==> config.mk <==
export PLATFORM = sky130hd
export DESIGN_NAME = config_shift_loader
export DESIGN_NICKNAME = d
export VERILOG_FILES = /design/src/rtl/config_shift_loader.sv
export SDC_FILE = /design/constraint.sdc
export NUM_CORES = 1
export LEC_CHECK = 0
export CORE_MARGIN = 2
export CORE_UTILIZATION = 48
export DETAILED_ROUTE_END_ITERATION = 10
export PLACE_DENSITY = 0.75
export SLEW_MARGIN = 30
export SYNTH_ARGS = -nofsm -noshare
export SYNTH_HDL_FRONTEND = slang
export SYNTH_SLANG_ARGS = --single-unit
==> constraint.sdc <==
create_clock -name clk -period 1.95 [get_ports clk]
set_input_delay 0.39 -clock clk [delete_from_list [all_inputs] [get_ports clk]]
set_output_delay 0.39 -clock clk [all_outputs]
set_load 0.01 [all_outputs]
==> src/rtl/config_shift_loader.sv <==
// -----------------------------------------------------------------------------
// config_shift_loader
//
// Serial configuration loader for the HINP chip family. A parallel config word
// is latched when a start request is accepted in IDLE. The word is then shifted
// out MSB-first on sinp. sclk is generated by dividing clk: each bit takes
// 2*HALF_PER clk cycles, HALF_PER low and then HALF_PER high. busy covers the
// whole transfer. done pulses for one cycle in the first idle cycle afterwards,
// and a new start is accepted in that same cycle.
//
// Parameters
//   CFG_W     config word width / chip chain length (>= 2)
//   HALF_PER  sclk half-period in clk cycles (>= 1)
//
// Ports
//   clk       system clock, rising edge
//   reset     asynchronous, active-high reset
//   start     transfer request, only looked at while idle
//   cfg_word  config word, latched on an accepted start
//   busy      high while a transfer is in progress
//   done      one-cycle completion pulse
//   sinp      serial data to the chip
//   sclk      serial clock to the chip
//   sout      chain return from the chip        (CFG_READBACK_EN only)
//   rb_word   captured chain return             (CFG_READBACK_EN only)
//   rb_err    returned word != previous load    (CFG_READBACK_EN only)
//
// Build option
//   CFG_READBACK_EN  When defined, the chain return is captured and compared
//                    against the previously loaded word. When undefined, the
//                    readback ports and logic are absent. Serial output timing
//                    is identical in both builds.
// -----------------------------------------------------------------------------
module config_shift_loader #(
  parameter int CFG_W    = 48,
  parameter int HALF_PER = 10
) (
  input  logic             clk,
  input  logic             reset,
  input  logic             start,
  input  logic [CFG_W-1:0] cfg_word,
  output logic             busy,
  output logic             done,
  output logic             sinp,
  output logic             sclk
`ifdef CFG_READBACK_EN
  ,
  input  logic             sout,
  output logic [CFG_W-1:0] rb_word,
  output logic             rb_err
`endif
);

  localparam int PH_W = $clog2(HALF_PER + 1);
  localparam int BC_W = $clog2(CFG_W);
  localparam logic [PH_W-1:0] PH_LAST = PH_W'(HALF_PER - 1);
  localparam logic [BC_W-1:0] BC_LAST = BC_W'(CFG_W - 1);

  typedef enum logic [1:0] {
    IDLE  = 2'd0,
    SETUP = 2'd1,
    HIGH  = 2'd2
  } state_t;

  state_t             state_q, state_d;
  logic [PH_W-1:0]    phase_q, phase_d;
  logic [BC_W-1:0]    bitcnt_q, bitcnt_d;
  logic [CFG_W-1:0]   shreg_q, shreg_d;
  logic               done_d;
  logic               phase_end;

  assign phase_end = (phase_q == PH_LAST);

  always_comb begin
    state_d  = state_q;
    phase_d  = phase_q;
    bitcnt_d = bitcnt_q;
    shreg_d  = shreg_q;
    done_d   = 1'b0;
    case (state_q)
      IDLE: begin
        if (start) begin
          shreg_d  = cfg_word;
          bitcnt_d = BC_LAST;
          phase_d  = '0;
          state_d  = SETUP;
        end
      end
      SETUP: begin
        if (phase_end) begin
          phase_d = '0;
          state_d = HIGH;
        end else begin
          phase_d = phase_q + PH_W'(1);
        end
      end
      HIGH: begin
        if (phase_end) begin
          phase_d = '0;
          if (bitcnt_q != '0) begin
            // The next bit is presented in the same cycle sclk falls.
            bitcnt_d = bitcnt_q - BC_W'(1);
            shreg_d  = {shreg_q[CFG_W-2:0], 1'b0};
            state_d  = SETUP;
          end else begin
            state_d = IDLE;
            done_d  = 1'b1;
          end
        end else begin
          phase_d = phase_q + PH_W'(1);
        end
      end
      default: state_d = IDLE;
    endcase
  end

  // The outputs are registered from the next-state values. This keeps sclk and
  // sinp glitch-free at the pins and still aligned with the state they describe.
  always_ff @(posedge clk or posedge reset) begin
    if (reset) begin
      state_q  <= IDLE;
      phase_q  <= '0;
      bitcnt_q <= '0;
      shreg_q  <= '0;
      busy     <= 1'b0;
      done     <= 1'b0;
      sclk     <= 1'b0;
      sinp     <= 1'b0;
    end else begin
      state_q  <= state_d;
      phase_q  <= phase_d;
      bitcnt_q <= bitcnt_d;
      shreg_q  <= shreg_d;
      busy     <= (state_d != IDLE);
      done     <= done_d;
      sclk     <= (state_d == HIGH);
      sinp     <= (state_d != IDLE) && shreg_d[CFG_W-1];
    end
  end

`ifdef CFG_READBACK_EN
  logic [CFG_W-1:0] latched_q;
  logic [CFG_W-1:0] prev_word_q;
  logic [CFG_W-1:0] rb_next;
  logic             rb_sample;

  // sout is taken in the first cycle of each high phase, the cycle sclk rises.
  assign rb_sample = (state_q == HIGH) && (phase_q == '0);
  // Compare against rb_next rather than rb_word. With HALF_PER=1 the last bit
  // arrives in the same cycle as completion.
  assign rb_next   = rb_sample ? {rb_word[CFG_W-2:0], sout} : rb_word;

  always_ff @(posedge clk or posedge reset) begin
    if (reset) begin
      rb_word     <= '0;
      rb_err      <= 1'b0;
      latched_q   <= '0;
      prev_word_q <= '0;
    end else begin
      rb_word <= rb_next;
      if ((state_q == IDLE) && start) begin
        latched_q <= cfg_word;
      end
      if (done_d) begin
        rb_err      <= (rb_next != prev_word_q);
        prev_word_q <= latched_q;
      end
    end
  end
`endif

endmodule

# == Word level (Yosys, flattened, before mapping) ==
# Index checks and enable logic that the tools add are counted.
# word_totals
ff_bits,64
latch_bits,0
ramBits,0
rom_bits,0
in_bits,51
wordCells,46
n_memories,0
# op_classes
add_sub_neg,2
n_mul,0
div,0
order_cmp,0
n_eq_ne,7
shifts,0
n_mux,19
bitwise_logic,0
n_reduce_logical,9
# ops
operator,n
two-way mux 48 bit,3
case mux 48 bit (2 select lines),1
two-way mux 6 bit,3
case mux 6 bit (2 select lines),1
two-way mux 4 bit,2
case mux 4 bit (2 select lines),1
two-way mux 2 bit,3
!= test 2 bit (second input constant),3
case mux 2 bit (3 select lines),1
nonzero test 2 bit,3
nonzero test 6 bit,1
subtractor 6 x 1 -> 6 bit (second input constant),1
adder 4 x 1 -> 4 bit (second input constant),1
== test 2 bit (second input constant),2
== test 4 bit (second input constant),1
two-way mux 1 bit,4
AND reduction 4 bit,1
== test 2 x 1 -> 1 bit (second input constant),1
zero test 2 bit,1
AND reduction 2 bit,1
OR reduction 2 bit,1
logical AND 1 bit,1

# == Logic depth before layout (Yosys ltp) ==
# logic_depth
word_depth,6
ltp_mapped,8
mapped_depth_nobuf,6

# == Least setup slack after synthesis ==
# Ideal clock, no wire load.
# synth_path
path_type,reg-to-reg
from,reg bitcnt_q[0]
to,reg shreg_q[1]
arrival_ns,1.989
required_ns,1.825
path_slack_ns,-0.164
stages_incl_launch_ff,9
n_path_buf,2
path_cell_list,dfrtp_1 inv_1 ha_1 or4b_4 o21ai_4 a211oi_2 buf_6 buf_6 mux2_4
# synth_via
elab_chain_cells,3
# synth_lines
item,line,source
"start, declared",67,"logic [BC_W-1:0] bitcnt_q, bitcnt_d;"
"start signal, assigned",132,bitcnt_q <= bitcnt_d;
nonzero test 6 bit,100,if (bitcnt_q != '0) begin
!= test 2 bit (no source line),n/a,
AND reduction 4 bit (no source line),n/a,
"end signal, assigned",133,shreg_q <= shreg_d;
"end, declared",68,"logic [CFG_W-1:0] shreg_q, shreg_d;"
# No other way between the ends.
# A chain may end at the register's enable or synchronous reset.

# == Worst setup path in the final report ==
# layout_path
from,reg bitcnt_q[0]
to,reg shreg_q[4]
# Same word-level chain as after synthesis.

==> results.py <==
metrics = {
    "sta": {
        "layout_worst_path_cycle_share_pct": 103,
        "fin_ws_ns": -0.0554,
        "hold_slack_ns": 0.473,
        "tightest_slew_ns": 0.356,
        "fin_skew_ns": 0.00838,
        "rsz0062_at_grt": "true",
        "slew_violations": 0,
        "setup_viol_count_final": 35,
        "fin_tns_setup_ns": -1.06,
        "relSlewSlack_pct": 75.6,
        "hold_viol_final": 0,
        "fmax_mhz": 499,
        "post-route-min-period_ns": 2.01,
    },
    "synthesis": {
        "synth_nets": 317,
        "ys_ff_latch": 64,
        "syn_avg_cell_area_um2": 12.6,
        "ys.flop_type": "dfrtp_1",
        "synthXorXnorAreaFrac_pct": 0,
        "yosys.area_share.adder_pct": 2.68,
        "synth_compound_area_share_pct": 20.1,
        "synth_top_family_by_area": "compound AO/OA/AOI/OAI gates",
        "synth_cells": 259,
        "synthMuxAreaShare_pct": 18.6,
        "synth-edff-count": 0,
        "synth_area_mm2": 0.00327,
        "synthArstFlopShare_pct": 100,
        "yosys.cell_types.count": 42,
        "yosysSeqAreaShare_pct": 49.0,
        "synth-simple-area-share_pct": 6.01,
        "ys_warn_count": 0,
    },
    "cells_and_area": {
        "area_delta_synth_final_pct": 36.3,
        "nets": 408,
        "diodes": 0,
        "design_area_mm2": 0.00446,
        "drive_above_1_share_pct": 34.4,
        "utilization_pct": 66.7,
        "final_cells": 435,
    },
    "pwr": {
        "combPwrFrac_pct": 5.6,
        "p_sw_uw": 557,
        "power_leakage_nw": 2.05,
        "power-per-cell-area_mw_per_mm2": 553,
        "vdd_drop_max_mv": 0.313,
        "sw_frac_of_total_pct": 22.6,
        "clkPwrFrac_pct": 40.5,
        "p_seq_share_pct": 53.9,
        "totalPowerFinal_mw": 2.46,
        "p_int_mw": 1.91,
    },
    "job": {
        "maxCapViolations": 0,
    },
    "worst_setup_path": {
        "endpoint_kind": "register",
        "start_kind": "register",
        "cp.required_ns": 2.18,
        "slowest_stage": "or4b_4",
        "max_stage_delay_ns": 0.48,
        "r2r_start": "bitcnt_q[0]",
        "arrival_ns": 2.23,
        "path_max_fanout": 26,
        "worst-setup-path-type": "reg2reg",
        "crit_path_start": "bitcnt_q[0]",
        "cp_cell_sequence": "inv_2, ha_4, or4b_4, o21ai_4, a211oi_4, buf_12, mux2_4",
    },
    "cts": {
        "h-tree-depth": 3,
        "cts_buffer_depth": 2,
        "cts_root_buf": "clkbuf_8",
        "cts.clk_slew.worst_paths_ns": 0.07,
        "clk_latency_ns": 0.35,
        "ctsHoldBuffers": 0,
        "cts_tree": "yes",
        "cts_buffers": 9,
        "cts.sinks": 64,
    },
    "drt": {
        "drt_drc_violations_left": 0,
        "wirelength_mm": 6.92,
        "firstDrtPassIters": 4,
        "wl_per_cell_um": 15.9,
        "via_per_inst": 5.61,
        "num_vias": 2440,
        "drtAntennaViolNets": 0,
        "drt_iter0_drc": 99,
    },
    "floorplanning": {
        "die_area_mm2": 0.00749,
        "num_rows": 30,
        "initial_core_util_pct": 49.0,
        "core_area_mm2": 0.00668,
        "ios": 55,
        "dieHeight_um": 86.5,
        "die_w_um": 86.5,
    },
    "placed_design": {
        "dp_slack_ns": -0.104,
        "place_hpwl_mm": 4.65,
        "port_buffers": 54,
        "gp_congestion": 0.803,
        "dp.cells": 416,
        "place_area_mm2": 0.00422,
    },
    "run_status": {
        "violations": "setup timing",
        "status": "complete, but fails checks",
    },
    "global_route": {
        "grt_pass1_wl_mm": 11.4,
        "grtUsageTotal_pct": 19.6,
        "grt_antenna_before_repair": 0,
        "gr-total-overflow": 0,
        "grt_pass1_vias": 2453,
        "grt_max_degree": 65,
    },
    "min_path": {
        "hold_path_class": "in2async",
    },
}
synthesized netlist by cell type, types with 2 or more instances:
cell type  count  area share [%]
dfrtp_1       64              49
a22o_1        50              13
mux2_2        30              10
mux2_4        18             8.3
clkbuf_1      10             1.1
inv_1          9             1.0
o21ai_0        8             1.2
a21oi_1        7             1.1
ha_1           7             2.7
nor2_1         7            0.80
nand2_1        5            0.57
buf_2          3            0.46
buf_6          3             1.0
nor2b_1        3            0.57
a211o_1        2            0.54
a211oi_1       2            0.46
and2_1         2            0.38
and3_1         2            0.38
nand2b_1       2            0.38
nand3_1        2            0.31
nor3_1         2            0.31
placed cells by master (no fill, tap or decap), drive strengths merged, types with 8 or more instances in the layout:
| cell | count |
|---|---|
| a22o | 50 |
| buf | 42 |
| clkbuf | 10 |
| clkdlybuf4s50 | 54 |
| dfrtp | 64 |
| inv | 8 |
| mux2 | 48 |
| o21ai | 9 |
power groups by stage:
stage | combinational [mW] | clock (mW) | sequential [mW]
2_1_floorplan | 0.0214 | 0 | 1.35
3_3_place_gp | 0.140 | 0 | 1.35
3_5_place_dp | 0.140 | 0 | 1.35
4_1_cts | 0.141 | 1.03 | 1.33
5_1_grt | 0.149 | 1.10 | 1.33
6_report | 0.138 | 0.998 | 1.33
critical path, delay by kind of cell (launching register included):
kind / cells / cell delay (ns)
adders and majority gates: 1 / 0.12
muxes: 1 / 0.31
DFF: 1 / 0.40
buffers and inverters: 2 / 0.27
and+or+nand+nor: 1 / 0.48
AOI/OAI and AO/OA: 2 / 0.30
per-layer routing:
| layer | vias up | wire length [µm] | GRT usage (%) |
|---|---|---|---|
| met5 | - | 0 | 0 |
| met1 | 1211 | 3220 | 26.2 |
| met2 | 44 | 3320 | 30.6 |
| met4 | 0 | 142 | 8.66 |
| met3 | 12 | 247 | 4.48 |
| li1 | 1173 | - | - |
final timing paths:
kind,end,slack (ns),depth (start not counted)
min reg2reg,shreg_q[24],0.51,1
max reg2reg,shreg_q[4],-0.06,7
max in group asynchronous,sclk,1.20,3
max,shreg_q[4],-0.06,7
min in group clk,shreg_q[24],0.51,1
min,shreg_q[7],0.47,3
sequential cells by signal (all words and copies together), names as in the netlist:
name,cells
bitcnt_q,6
busy,1
done,1
phase_q,4
sclk,1
shreg_q,48
sinp,1
state_q,2
cell type report:
type | instances | area, µm²
multi-input combinational | 170 | 1620
fill | 509 | 2220
tap | 80 | 100
timing repair buffer | 96 | 926
sequential | 64 | 1600
clock inverter | 6 | 35.0
clock buffer | 10 | 138
inverter | 9 | 37.5
repair_timing:
action | in CTS | in global routing
pin swaps | 0 | 3
endpoints found under the setup margin | 48 | 56
buffers inserted | 2 | 1
gates resized for setup | 4 | 6
logic make-up (layout without fill, tap and decap cells):
| kind of cell | count (synthesis) | after routing |
|---|---|---|
| DFF | 64 | 64 |
| AOI/OAI and AO/OA | 81 | 81 |
| buffers and inverters | 25 | 121 |
| muxes | 48 | 48 |
| adders and majority gates | 7 | 7 |
| and+or+nand+nor | 34 | 34 |
Note: power is estimated with default switching activity, not from simulation.
==> RTL edit: new RTL, config.mk and constraints unchanged <==
Put one more register stage on the output `done`, without a reset. The value now appears one clock later. The other outputs are not delayed to match. Comments in the files are not updated.
--- a/src/rtl/config_shift_loader.sv
+++ b/src/rtl/config_shift_loader.sv
@@ -63,4 +63,6 @@
   } state_t;
 
+  logic done_s0;
+
   state_t             state_q, state_d;
   logic [PH_W-1:0]    phase_q, phase_d;
@@ -124,5 +126,5 @@
       shreg_q  <= '0;
       busy     <= 1'b0;
-      done     <= 1'b0;
+      done_s0  <= 1'b0;
       sclk     <= 1'b0;
       sinp     <= 1'b0;
@@ -133,5 +135,5 @@
       shreg_q  <= shreg_d;
       busy     <= (state_d != IDLE);
-      done     <= done_d;
+      done_s0  <= done_d;
       sclk     <= (state_d == HIGH);
       sinp     <= (state_d != IDLE) && shreg_d[CFG_W-1];
@@ -170,4 +172,8 @@
 `endif
 
+  always_ff @(posedge clk) begin
+    done <= done_s0;
+  end
+
 endmodule
 
Formal check against the unedited RTL: no difference found for any inputs over 10 cycles, from zero or initial values and one cycle with reset high; that may be too few to reach the edited logic, so the function may still have changed.
==> RTL edit against the unedited design <==
- critical endpoint is now shreg_q[36]
- setup slack worse by 0.048 ns
- sequential cell count rose by 1
- the flow still finishes with violations (negative setup slack)
- cell area grew 3.8%
- critical path type unchanged
- hold slack lost 0.13 ns
- synthesized area is 0.61% higher
- power rose by 17%
- wire length increased by 12%
==> RTL edit: results (changes against the unedited design) <==
Global route:
- The first-pass GRT wire length is 11.76 mm (+3.6%).
- The number of global-route vias before repair is 2390 (-2.6%).
- The met3 track demand over resource came to 4.762% (+0.29 points).
- The overall track demand over capacity in global routing came to 20.19% (+0.58 points).
- The maximum number of pins on one net before global-route repair is 54 (-17%).
- The number of antenna violations at the first check in global routing came to 0 (unchanged).
- The met1 usage in global routing is 27.76% (+1.5 points).

Detailed routing:
- The iteration count of the initial detailed-routing pass is 4 (unchanged).
- The detailed-route wire length came to 7.739 mm (+12%).
- The via density per instance came to 5.774 (+2.9%).
- The number of violations reported at the end of detailed-routing iteration 0 is 111 (+12%).

Cells and area:
- The count of non-filler cells in the finished layout came to 434 (-0.23%).
- The layout cell share with drive strength beyond 1 came to 35.03% (+0.66 points).

Pwr:
- The leakage power total is 0.002094 uW (+2.3%).
- The worst voltage drop across the vdd grid is 349.4 uV (+12%).
- The switching component of the power is 588.9 uW (+5.8%).

Synthesis:
- After synthesis, the cell types taking the most area are dfrtp_1 (49%), a22o_1 (13%), mux2_2 (10%).
- The sequential element share of the synthesized area is 49.28% (+0.31 points).
- The fraction of synthesis flops using an asynchronous set or reset pin is 98.46% (-1.5 points).
- The number of nets produced by synthesis is 318 (+0.32%).
- The count of distinct cell types in the synthesized netlist is 43 (+2.4%).

Setup path:
- The signal arrival time at the worst endpoint is 2.28 ns (+0.05 ns).
- The highest net fanout along the worst path is 28 (+7.7%).

Timing:
- The measured slew at the worst slew-check pin is 0.4262 ns (+0.07008 ns).
- The maximum clock skew at final layout was 0.008082 ns (-0.0003017 ns).
- The final setup violation count is 47 (+34%).
- The setup slack after layout is -0.1038 ns (-0.04843 ns).

Status:
- The checks that failed: negative setup slack.
- The flow ran to the end, but the final reports show violations.

Place:
- The final weighted congestion of routability-driven global placement is 0.8211 (+2.3%).
- The number of placed instances, taps included is 412 (-0.96%).
- The total cell area at the placement stage is 4199 um^2 (-0.42%).
RTL edit: changes by cell type after synthesis:
cell     change
dfxtp_1      +1
RTL edit: repair_timing:
item | 4_1_cts | 5_1_grt
gates resized for setup | 5 | 15
pin swaps | 1 | 5
setup endpoints to repair | 50 | 53
cloned | 0 | 4
buffers inserted | 0 | 2
RTL edit: stage by stage:
| stage | hold slack (ns) | utilization (%) | setup TNS (ns) | worst slack (ns) |
|---|---|---|---|---|
| finish | 0.3452 | 68.86 | -3.177 | -0.1038 |
| detailed placement | 0.3301 | 62.50 | -4.057 | -0.1519 |
| CTS | 0.3459 | 66.41 | -3.176 | -0.1045 |
| floorplan | 0.3242 | - | -2.161 | -0.1186 |
| global placement | 0.3290 | 62.50 | -2.830 | -0.09098 |
| global route | 0.3480 | 68.86 | -5.350 | -0.1557 |
RTL edit: power by group through the flow:
stage / Sequential [uW] / Clock, uW / Combinational (uW)
finish: 1350 / 1400 / 140
global route: 1350 / 1490 / 151
CTS: 1350 / 1420 / 143
detailed placement: 1370 / 0 / 141
global placement: 1370 / 0 / 142
floorplan: 1370 / 0 / 21.4
RTL edit: area by class of cell:
class                      instances  area [um^2]
clock buffer                      10        127.6
sequential                        65         1622
timing repair buffer              94        970.9
clock inverter                     6        115.1
inverter                           9        37.54
multi-input combinational        170         1654
fill                             475         2092
tap                               80        100.1
RTL edit: worst paths after layout:
check,from,end,slack [ns],cells after the start
worst max-delay path,bitcnt_q[0],shreg_q[36],-0.10,7
worst min-delay path,reset,busy,0.35,2
worst max register to register,bitcnt_q[0],shreg_q[36],-0.10,7
worst min register to register,done_s0,done,0.35,0
max in group asynchronous,reset,shreg_q[46],1.05,3
min in group clk,done_s0,done,0.35,0
RTL edit: kinds of logic after synthesis:
group / Yosys count / share of synthesized area, %
compound gates: 81 / 19.96
buf+inv: 25 / 3.650
simple gates: 34 / 5.970
flops: 65 / 49.28
fa+ha+maj: 7 / 2.661
mux: 48 / 18.48
RTL edit: layer usage:
layer	vias to the layer above	part of all wire (%)
met5	-	0
met4	0	1.5
met3	10	3.5
met2	59	48
met1	1273	47
li1	1164	-
RTL edit: worst register-to-register path, cell delays in order (launching register included):
cell	delay [ns]
dfrtp_1	0.40
inv_2	0.08
ha_4	0.14
or4b_4	0.49
o21ai_4	0.21
a211oi_4	0.10
buf_12	0.19
mux2_4	0.32
